--- config.mk ---
export PLATFORM = sky130hd
export DESIGN_NAME = regfile_wr_arb
export DESIGN_NICKNAME = d
export VERILOG_FILES = /design/src/rtl/regfile_pkg.sv /design/src/rtl/regfile_wr_arb_pick.sv /design/src/rtl/regfile_wr_arb.sv
export SDC_FILE = /design/constraint.sdc
export NUM_CORES = 1
export LEC_CHECK = 0
export ABC_AREA = 1
export CORE_MARGIN = 8
export CORE_UTILIZATION = 42
export DETAILED_ROUTE_END_ITERATION = 7
export GPL_ROUTABILITY_DRIVEN = 0
export PLACE_DENSITY = 0.87
export SYNTH_ARGS = -nofsm -noshare
export SYNTH_HDL_FRONTEND = slang
export SYNTH_SLANG_ARGS = --single-unit
--- constraint.sdc ---
create_clock -name clk -period 7.38 [get_ports clk]
set_clock_uncertainty 0.15 [all_clocks]
set_input_delay 0.738 -clock clk [delete_from_list [all_inputs] [get_ports clk]]
set_output_delay 0.738 -clock clk [all_outputs]
set_load 0.1 [all_outputs]
--- src/rtl/regfile_pkg.sv ---
// regfile_pkg: shared defaults and FSM encoding for the register-file write-port sequencer.
package regfile_pkg;
   localparam int DEF_N = 4;
   localparam int DEF_S = 32;
   localparam int NREG  = 1 << DEF_N;
   typedef enum logic {INIT = 1'b0, RUN = 1'b1} state_t;
endpackage

--- src/rtl/regfile_wr_arb_pick.sv ---
// rr_arb_pick: combinational round-robin picker (rotate by ptr, priority-encode, rotate back).
module rr_arb_pick #(
   parameter int M  = 4,
   parameter int PW = $clog2(M)
) (
   input  logic [M-1:0]  req,
   input  logic [PW-1:0] ptr,
   input  logic          en,
   output logic [M-1:0]  gnt,
   output logic [PW-1:0] idx
);
   logic [M-1:0]  rot;
   logic [PW-1:0] off;
   // Sum modulo M without relying on power-of-two wrap.
   function automatic logic [PW-1:0] add_wrap(logic [PW-1:0] a, logic [PW-1:0] b);
      logic [PW:0] s;
      s = {1'b0, a} + {1'b0, b};
      return PW'(s >= (PW+1)'(M) ? s - (PW+1)'(M) : s);
   endfunction
   always_comb begin
      rot = '0;
      off = '0;
      for (int j = 0; j < M; j++) rot[j] = req[add_wrap(ptr, PW'(j))];
      for (int j = M - 1; j >= 0; j--) if (rot[j]) off = PW'(j);
      idx = add_wrap(ptr, off);
      gnt = '0;
      gnt[idx] = en & |req;
   end
endmodule

--- src/rtl/regfile_wr_arb.sv ---
// regfile_wr_arb: clears the register file after reset, then round-robin shares its write port.
// Outputs wr/rD/D are registered and drive the register file directly.
module regfile_wr_arb
   import regfile_pkg::*;
#(
   parameter int M = 4,
   parameter int N = DEF_N,
   parameter int S = DEF_S
) (
   input  logic         clk,
   input  logic         reset,
   input  logic         hold,
   input  logic [M-1:0] req,
   input  logic [M*N-1:0] req_rd,
   input  logic [M*S-1:0] req_d,
   output logic [M-1:0] gnt,
   output logic         wr,
   output logic [N-1:0] rD,
   output logic [S-1:0] D,
   output logic         init_done
);
   localparam int PW = $clog2(M);
   state_t        state_q, state_d;
   logic [N-1:0]  cnt_q, cnt_d;
   logic [PW-1:0] ptr_q, ptr_d;
   logic          wr_q, wr_d, done_q, done_d;
   logic [N-1:0]  rd_q, rd_d;
   logic [S-1:0]  d_q, d_d;
   logic [PW-1:0] idx;
   logic [N-1:0]  rd_a [M];
   logic [S-1:0]  d_a [M];
   for (genvar i = 0; i < M; i++) begin : g_slice
      assign rd_a[i] = req_rd[i*N +: N];
      assign d_a[i]  = req_d[i*S +: S];
   end
   rr_arb_pick #(.M(M), .PW(PW)) u_pick (
      .req (req),
      .ptr (ptr_q),
      .en  (state_q == RUN && !hold),
      .gnt (gnt),
      .idx (idx)
   );
   always_comb begin
      state_d = state_q;
      cnt_d   = cnt_q;
      ptr_d   = ptr_q;
      wr_d    = 1'b0;
      rd_d    = rd_q;
      d_d     = d_q;
      done_d  = done_q;
      if (state_q == INIT) begin
         wr_d  = 1'b1;
         rd_d  = cnt_q;
         d_d   = '0;
         cnt_d = cnt_q + 1'b1;
         if (cnt_q == {N{1'b1}}) begin
            state_d = RUN;
            done_d  = 1'b1;
         end
      end else if (|gnt) begin
         wr_d  = 1'b1;
         rd_d  = rd_a[idx];
         d_d   = d_a[idx];
         ptr_d = (idx == PW'(M - 1)) ? '0 : idx + 1'b1;
      end
   end
   always_ff @(posedge clk or negedge reset) begin
      if (!reset) begin
         state_q <= INIT;
         cnt_q   <= '0;
         ptr_q   <= '0;
         wr_q    <= 1'b0;
         rd_q    <= '0;
         d_q     <= '0;
         done_q  <= 1'b0;
      end else begin
         state_q <= state_d;
         cnt_q   <= cnt_d;
         ptr_q   <= ptr_d;
         wr_q    <= wr_d;
         rd_q    <= rd_d;
         d_q     <= d_d;
         done_q  <= done_d;
      end
   end
   assign wr        = wr_q;
   assign rD        = rd_q;
   assign D         = d_q;
   assign init_done = done_q;
endmodule

# Word level (Yosys, flattened, before mapping)
# Index checks and enable logic that the tools add are counted.
# Widths: inputs -> output; s select.
# op_classes
n_addsub	11
magnitude_cmp	12
n_bitwise	4
eq_ne	3
mux	34
n_reduce_logical	7
# ops
operator	n
$mux 32	4
$bmux 32 s2	1
$mux 2	10
$mux 4	4
$ge 3x3->1 const B	5
$lt 2x3->1 const B	5
$sub 2x1->2 const B	5
$mux 1	9
$bmux 1 s2	4
$bmux 4 s2	1
$reduce_or 4->1	2
$add 2x2->3 const B	2
$add 4x1->4 const B	1
$and 4x4->4	1
$eq 4x4->1 const B	1
$reduce_and 2->1	2
$add 2x1->3 const B	1
$add 2x2->3	1
$ge 2x3->1 const B	1
$not 2->3	1
$add 2x1->2 const B	1
$demux 1 s2	1
$eq 2x2->1 const B	1
$ge 2x1->1 const B	1
5 further kinds	6
# word_totals
inputBits	151
reg_bits	45
wordCells	78
out_inout_bits	42

# Depth between registers and ports, before layout
# Gate-level depths: netlist of the first run.
# logic_depth
depth_word	20
depth_mapped	19

# Modules after synthesis
# A second synthesis of the first run with hierarchy kept.
# unflattened
hier_cells	579
hier_area_um2	3523.4
# modules_own_cells
module	seq_area_each_um2	cells_each	instances	area_per_inst_um2
regfile_wr_arb	1126.1	516	1	3194.3
rr_arb_pick	0.0	63	1	329.1

# Least setup slack after synthesis of the first run
# OpenSTA, ideal clock, no wires.
# synth_timing
path_type	input to output
from	in req[0]
to	out gnt[3]
cell_stages	15
path_buffers	1
arrival_ns	4.142
setup_slack_ns	2.350
path_cell_list	inv_1 > nand2_1 > nand2_1 > nand2_1 > nand2_1 > a31oi_1 > nor2_1 > ha_1 > xor2_1 > inv_1 > nand3_2 > nand2_4 > buf_2 > nand2_1 > nor3_1
# synth_via
elab_chain_cells	14
elab_cells_between_ends	24
# synth_rtl
element	line	text
from (decl)	regfile_wr_arb.sv:13	input logic [M-1:0] req,
$bmux 1 s2	regfile_wr_arb_pick.sv:23	for (int j = 0; j < M; j++) rot[j] = req[add_wrap(ptr, PW'(j))];
$mux 1 (implied by the code)	regfile_wr_arb_pick.sv:23	
$mux 2 (4 in a row)	regfile_wr_arb_pick.sv:24	for (int j = M - 1; j >= 0; j--) if (rot[j]) off = PW'(j);
$add 2x2->3	regfile_wr_arb_pick.sv:17	s = {1'b0, a} + {1'b0, b};
$ge 3x3->1 / $sub 2x1->2 (equally long branches)	regfile_wr_arb_pick.sv:18	return PW'(s >= (PW+1)'(M) ? s - (PW+1)'(M) : s);
$mux 2	regfile_wr_arb_pick.sv:18	
$lt 2x3->1 (implied by the code) / $ge 2x1->1 (equally long branches)	regfile_wr_arb_pick.sv:27	gnt[idx] = en & |req;
$logic_and 1x1->1 (implied by the code)	regfile_wr_arb_pick.sv:27	
$mux 1 (implied by the code)	regfile_wr_arb_pick.sv:27	
$demux 1 s2	n/a	
$and 4x4->4 (no line) *	n/a	
to (decl)	regfile_wr_arb.sv:16	output logic [M-1:0] gnt,
# Every way passes the cells marked *; elsewhere a longest branch is shown, timed or not. The select of a mux whose other input is x is not followed.

# Final worst setup path of the first run
# layout_timing
from	in req[3]
to	out gnt[3]
# The elaborated chain is that of the path after synthesis.

==> flow_metrics.env, run 1 <==
export IMPL_buffer_ports_inserted=192
export IMPL_critical_path_required_ns=6.49
export IMPL_layout_worst_path_cycle_share=0.7358
export IMPL_detailedRoute_firstPassIterationCount=6
export IMPL_max_clock_path_buffers=2
export IMPL_die_h_um=105.8
export IMPL_clkLatencyLatePin_ns=0.29
export IMPL_first_global_vias=4109
export IMPL_whs_ns=0.3396
export IMPL_run_status="completed"
export IMPL_synth_area_leaders="sky130_fd_sc_hd__dfrtp_1, sky130_fd_sc_hd__nand2_1, sky130_fd_sc_hd__mux2i_1, sky130_fd_sc_hd__nand4_1, sky130_fd_sc_hd__o21ai_0"
export IMPL_synth_warning_count=0
export IMPL_cp_top_family="buffers and inverters"
export IMPL_global_route_peak_usage_layer="met2"
export IMPL_fraction_of_final_layout_cells_sized_beyond_drive_strength_1=0.03284
export IMPL_setup_viol=0
export IMPL_drt_iter0_markers=148
export IMPL_cp_common_cell="sky130_fd_sc_hd__nand2_1"
export IMPL_clk_pin_slew_ns=0.09
export IMPL_vias=3950
export IMPL_design_area_sq_um=5404
export IMPL_syn2layout_area_growth_pct=59.49
export IMPL_starting_density=0.4362
export IMPL_chipWidth_um=105.8
export IMPL_yosys_register_bits=45
export IMPL_ioPinCount=193
export IMPL_critical_path_buf_inv_count=3
export IMPL_globalRouteTotalUtil=0.2085
export IMPL_ys_seq_area_frac=0.3323
export IMPL_finalWirelength_um=12070
export IMPL_placed_area_sq_um=5288
export IMPL_num_fill_cells=661
export IMPL_worst_hold_path_type="reg2reg"
export IMPL_synth_nets=657
export IMPL_wl_per_cell_um=15.64
export IMPL_synth_top_cell_area_share=0.3323
export IMPL_worstSetupStartpointType="input port"
export IMPL_global_route_usage_met2=0.3695
export IMPL_max_cap_violations=0
export IMPL_tritoncts_num_sinks=45
export IMPL_setup_tns_final_ns=0
export IMPL_postLayoutCoreUtil=0.6957
export IMPL_path_cells="clkdlybuf4s50_1, inv_1, nand2_1, nand2_1, nand2_1, nand2_1, a31oi_1, nor2_1, ha_4, xor2_1, nand2_2, nand2_4, nand2_1, nor3_1, clkdlybuf4s50_1"
export IMPL_report_final_slew_viol_count=0
export IMPL_cts_root_buf="sky130_fd_sc_hd__clkbuf_8"
export IMPL_dieArea_sq_um=11200
export IMPL_tightest_slew_ns=1.109
export IMPL_rsz0062_at_grt="false"
export IMPL_maximum_number_of_pins_on_one_net_before_global_route_repair=76
export IMPL_number_of_antenna_violations_at_the_first_check_in_global_routing=0
export IMPL_grt_overflow=0
export IMPL_number_of_cells_produced_by_synthesis=503
export IMPL_num_nets_final=823
export IMPL_crit_type="in2out"
export IMPL_worstPathArrival_ns=4.54
export IMPL_yosysUniqueCellTypes=27
export IMPL_synth_largest_area_cell="sky130_fd_sc_hd__dfrtp_1"
export IMPL_core_area_sq_um=7767
export IMPL_critical_path_endpoint_type="output pin"
export IMPL_max_freq_ghz=0.1842
export IMPL_ant_nets=0
export IMPL_post_cts_setup_buffers=0
export IMPL_drc_errors=0
export IMPL_syn_area_per_cell_sq_um=6.736
export IMPL_ctsHoldBuffers=0
export IMPL_min_period_ns=5.430
export IMPL_mappedNetlistArea_sq_um=3388
export IMPL_grt_first_pass_wirelength_um=19390
export IMPL_floorplan_rows=32
export IMPL_grt_util_met3=0.05603
export IMPL_cp_slowest_stage_delay_ns=1.17
export IMPL_timing_final_hold_violations=0
export IMPL_slowest_stage="sky130_fd_sc_hd__clkdlybuf4s50_1"
export IMPL_post_cts_resized=0
export IMPL_ant_diodes=0
export IMPL_tritoncts_num_buffers=5
export IMPL_routed_via_density=5.117
export IMPL_maxSlewHeadroom=0.2561
export IMPL_gr_usage_met1=0.2360
export IMPL_h_tree_depth=2
export IMPL_hpwl_um=9156
export IMPL_tritoncts="yes"
export IMPL_critical_path_max_fanout=72
==> final timing paths <==
check / from / end / slack, ns / cells after the start
worst min-delay path: init_done / init_done / 0.34 / 1
worst max register to register: ptr_q[0] / ptr_q[0] / 2.73 / 16
min in group asynchronous: reset / D[0] / 0.46 / 1
worst min register to register: init_done / init_done / 0.34 / 1
worst max-delay path: req[3] / gnt[3] / 1.95 / 15
max in group asynchronous: reset / D[14] / 5.98 / 1
==> cell families after synthesis <==
kind of cell	share of synthesized area
and+or+nand+nor	0.4069
muxes	0.1123
buffers and inverters	0.06757
DFF	0.3323
adders and majority gates	0.01108
AOI/OAI and AO/OA	0.05687
xor gates and xnor gates	0.01292
==> placed cells by master (no fill, tap or decap), types with 2 or more instances in the layout <==
cell / Yosys / final
sky130_fd_sc_hd__nor2_1: 3 / 3
sky130_fd_sc_hd__clkbuf_8: 0 / 6
sky130_fd_sc_hd__o21ai_0: 33 / 33
sky130_fd_sc_hd__buf_4: 2 / 2
sky130_fd_sc_hd__nand3_2: 2 / 2
sky130_fd_sc_hd__nand3_1: 12 / 12
sky130_fd_sc_hd__clkdlybuf4s50_1: 0 / 191
sky130_fd_sc_hd__ha_1: 3 / 2
sky130_fd_sc_hd__xor2_1: 4 / 4
sky130_fd_sc_hd__dfrtp_1: 45 / 45
sky130_fd_sc_hd__mux2i_1: 38 / 38
sky130_fd_sc_hd__inv_1: 10 / 10
sky130_fd_sc_hd__nand4_1: 39 / 39
sky130_fd_sc_hd__nand2_1: 264 / 264
sky130_fd_sc_hd__nand2_2: 4 / 4
sky130_fd_sc_hd__inv_2: 2 / 2
==> per-stage QoR <==
stage	worst slack (ns)	std cells
3_5_place_dp	2.000	764
5_1_grt	1.601	772
3_3_place_gp	2.229	764
2_1_floorplan	2.350	503
6_report	1.950	772
4_1_cts	1.994	772
==> metal layers <==
| metal | routed length, um | vias to the layer above |
|---|---|---|
| li1 | - | 1972 |
| met1 | 4807 | 1768 |
| met2 | 5971 | 186 |
| met3 | 1008 | 24 |
| met4 | 286 | 0 |
| met5 | 0 | - |
==> Yosys cell counts <==
master and instances:
sky130_fd_sc_hd__o21ai_2 1, sky130_fd_sc_hd__o21ai_0 33, sky130_fd_sc_hd__nor2_4 1, sky130_fd_sc_hd__mux2i_1 38
sky130_fd_sc_hd__clkbuf_1 11, sky130_fd_sc_hd__nor2_1 3, sky130_fd_sc_hd__dfrtp_1 45, sky130_fd_sc_hd__a31oi_1 1
sky130_fd_sc_hd__nor3_1 1, sky130_fd_sc_hd__nand3_1 12, sky130_fd_sc_hd__xnor2_1 1, sky130_fd_sc_hd__a21oi_1 1
sky130_fd_sc_hd__nand3_2 2, sky130_fd_sc_hd__inv_2 2, sky130_fd_sc_hd__nand2_4 1, sky130_fd_sc_hd__buf_1 4
sky130_fd_sc_hd__o21bai_1 1, sky130_fd_sc_hd__buf_2 15, sky130_fd_sc_hd__inv_1 10, sky130_fd_sc_hd__nand2_2 4
sky130_fd_sc_hd__nand4_1 39, sky130_fd_sc_hd__ha_1 3, sky130_fd_sc_hd__buf_4 2, sky130_fd_sc_hd__clkinv_1 1
sky130_fd_sc_hd__xor2_1 4, sky130_fd_sc_hd__nand2_1 264, sky130_fd_sc_hd__buf_6 3
==> flip-flops by register name, indices dropped and copies added (netlist names) <==
register and flops:
init_done 1, ptr_q 2, rD 4, wr 1
state_q 1, cnt_q 4, D 32
==> final cells by class <==
cell class / instances / area, sq um / area share
Multi-Input combinational cell: 410 / 2053 / 0.3799
Clock inverter: 1 / 30.03 / 0.005557
Tap cell: 102 / 127.6 / 0.02362
Clock buffer: 7 / 86.33 / 0.01598
Inverter: 13 / 48.80 / 0.009030
Sequential cell: 45 / 1126 / 0.2084
Timing Repair Buffer: 194 / 1932 / 0.3575
Power of run 1 is not shown: default switching activity piles up to over one toggle a cycle in this logic, so the estimate is an artifact.
==> run 2, diff against run 1 <==
--- a/config.mk
+++ b/config.mk
@@ -7,10 +7,10 @@
 export LEC_CHECK = 0
 export ABC_AREA = 1
 export CORE_MARGIN = 8
-export CORE_UTILIZATION = 42
+export CORE_UTILIZATION = 35
 export DETAILED_ROUTE_END_ITERATION = 7
 export GPL_ROUTABILITY_DRIVEN = 0
-export PLACE_DENSITY = 0.87
+export PLACE_DENSITY = 0.77
 export SYNTH_ARGS = -nofsm -noshare
 export SYNTH_HDL_FRONTEND = slang
 export SYNTH_SLANG_ARGS = --single-unit
==> constraint.sdc (replaced) <==
create_clock -name clk -period 4.4 [get_ports clk]
set_clock_uncertainty 0.15 [all_clocks]
set_input_delay 0.44 -clock clk [delete_from_list [all_inputs] [get_ports clk]]
set_output_delay 0.44 -clock clk [all_outputs]
set_load 0.1 [all_outputs]
==> flow_metrics.env, run 2 (same netlist as run 1, synthesis figures left out) <==
export IMPL_run_status="completed"
export IMPL_layout_worst_path_cycle_share=0.8235
export IMPL_setup_tns_final_ns=0
export IMPL_tritoncts_num_buffers=5
export IMPL_die_h_um=114.4
export IMPL_h_tree_depth=2
export IMPL_number_of_antenna_violations_at_the_first_check_in_global_routing=0
export IMPL_syn2layout_area_growth_pct=62.08
export IMPL_post_cts_setup_buffers=0
export IMPL_worstSetupStartpointType="flop"
export IMPL_ioPinCount=193
export IMPL_critical_path_endpoint_type="flop"
export IMPL_num_nets_final=827
export IMPL_r2r_start="ptr_q[0]"
export IMPL_timing_final_hold_violations=0
export IMPL_core_area_sq_um=9594
export IMPL_ctsHoldBuffers=0
export IMPL_starting_density=0.3532
export IMPL_largest_register_ff_count=32
export IMPL_chipWidth_um=114.4
export IMPL_hpwl_um=9685
export IMPL_fraction_of_final_layout_cells_sized_beyond_drive_strength_1=0.04896
export IMPL_multiInputGateArea_sq_um=2058
export IMPL_placement_stage_worst_setup_slack_ns=0.5533
export IMPL_tritoncts_num_sinks=45
export IMPL_routed_via_density=4.855
export IMPL_seq_area_sq_um=1127
export IMPL_max_clock_path_buffers=2
export IMPL_cts_root_buf="sky130_fd_sc_hd__clkbuf_8"
export IMPL_worst_hold_path_type="in2async"
export IMPL_report_final_slew_viol_count=0
export IMPL_critical_path_max_fanout=35
export IMPL_dieArea_sq_um=13090
export IMPL_maximum_number_of_pins_on_one_net_before_global_route_repair=70
export IMPL_ant_diodes=0
export IMPL_floorplan_rows=36
export IMPL_final_critical_path_setup_slack_ns=0.7764
export IMPL_critical_path_required_ns=4.45
export IMPL_finalWirelength_um=12260
export IMPL_ant_nets=0
export IMPL_buffer_ports_inserted=192
export IMPL_mostFrequentLayoutCells="sky130_fd_sc_hd__nand2_1, sky130_fd_sc_hd__clkdlybuf4s50_1, sky130_fd_sc_hd__dfrtp_1, sky130_fd_sc_hd__nand4_1, sky130_fd_sc_hd__mux2i_1"
export IMPL_vias=3918
export IMPL_max_freq_ghz=0.2760
export IMPL_drt_iter0_markers=196
export IMPL_tightest_slew_ns=1.053
export IMPL_globalRouteTotalUtil=0.1843
export IMPL_clkLatencyLatePin_ns=0.29
export IMPL_reg2reg_slack_ns=0.78
export IMPL_detailedRoute_firstPassIterationCount=5
export IMPL_tritoncts="yes"
export IMPL_wl_per_cell_um=15.19
export IMPL_grt_overflow=0
export IMPL_crit_type="reg2reg"
export IMPL_worstPathArrival_ns=3.67
export IMPL_clk_pin_slew_ns=0.08
export IMPL_setup_viol=0
export IMPL_timing_rr_end="ptr_q[1]"
export IMPL_drc_errors=0
export IMPL_maxSlewHeadroom=0.2960
export IMPL_reg2regPathDepth=15
export IMPL_min_period_ns=3.624
export IMPL_layout_cells_most_common="sky130_fd_sc_hd__nand2_1"
export IMPL_rsz0062_at_grt="false"
export IMPL_post_cts_resized=0
export IMPL_first_global_vias=4002
export IMPL_num_fill_cells=907
export IMPL_max_cap_violations=0
export IMPL_grt_first_pass_wirelength_um=19490
## run 2: metrics by stage
stage | hold WS (ns) | utilization | area (sq um) | instances
finish | 0.1727 | 0.5724 | 5492 | 807
global route | 0.2477 | 0.5724 | 5492 | 807
CTS | 0.1987 | 0.5724 | 5492 | 807
detailed placement | 0.3549 | 0.5618 | 5390 | 799
global placement | 0.3277 | 0.5618 | 5390 | 799
floorplan | -0.005591 | - | 3393 | 503
## run 2: layout make-up
| class | instances | area share |
|---|---|---|
| clock buffers | 7 | 0.01754 |
| clock inverters | 1 | 0.0009114 |
| inverters | 13 | 0.008886 |
| multi-input cells | 410 | 0.3748 |
| flip-flops and latches | 45 | 0.2053 |
| well taps | 133 | 0.03030 |
| repair buffers | 198 | 0.3623 |
## run 2: critical path, cell delays in order (launching register included)
cell	delay, ns
sky130_fd_sc_hd__dfrtp_1	0.56
sky130_fd_sc_hd__inv_2	0.20
sky130_fd_sc_hd__nand2_1	0.11
sky130_fd_sc_hd__nand2_1	0.07
sky130_fd_sc_hd__nand2_1	0.05
sky130_fd_sc_hd__nand2_1	0.08
sky130_fd_sc_hd__a31oi_1	0.08
sky130_fd_sc_hd__nor2_1	0.22
sky130_fd_sc_hd__ha_4	0.17
sky130_fd_sc_hd__xor2_1	0.21
sky130_fd_sc_hd__inv_1	0.08
sky130_fd_sc_hd__nand3_2	0.16
sky130_fd_sc_hd__nand2_4	0.09
sky130_fd_sc_hd__o21ai_4	0.45
sky130_fd_sc_hd__nand2_2	0.53
sky130_fd_sc_hd__o21ai_0	0.31
## run 2: worst max-delay path by stage
stage,from,end,slack (ns),depth (start not counted)
after global routing,ptr_q[0],ptr_q[1],0.41,15
after global placement,req[1],ptr_q[1],0.69,17
final,ptr_q[0],ptr_q[1],0.78,15
after detailed placement,req[3],ptr_q[1],0.55,16
after floorplan,ptr_q[0],gnt[3],0.67,15
after CTS,ptr_q[0],ptr_q[1],0.78,15
## run 2: layer usage
| layer | track usage | part of all wire |
|---|---|---|
| met1 | 0.2112 | 0.41 |
| met2 | 0.3344 | 0.52 |
| met3 | 0.04800 | 0.067 |
| met4 | 0.03815 | 0.011 |
| met5 | 0 | 0 |
Power of run 2 is left out for the same reason.
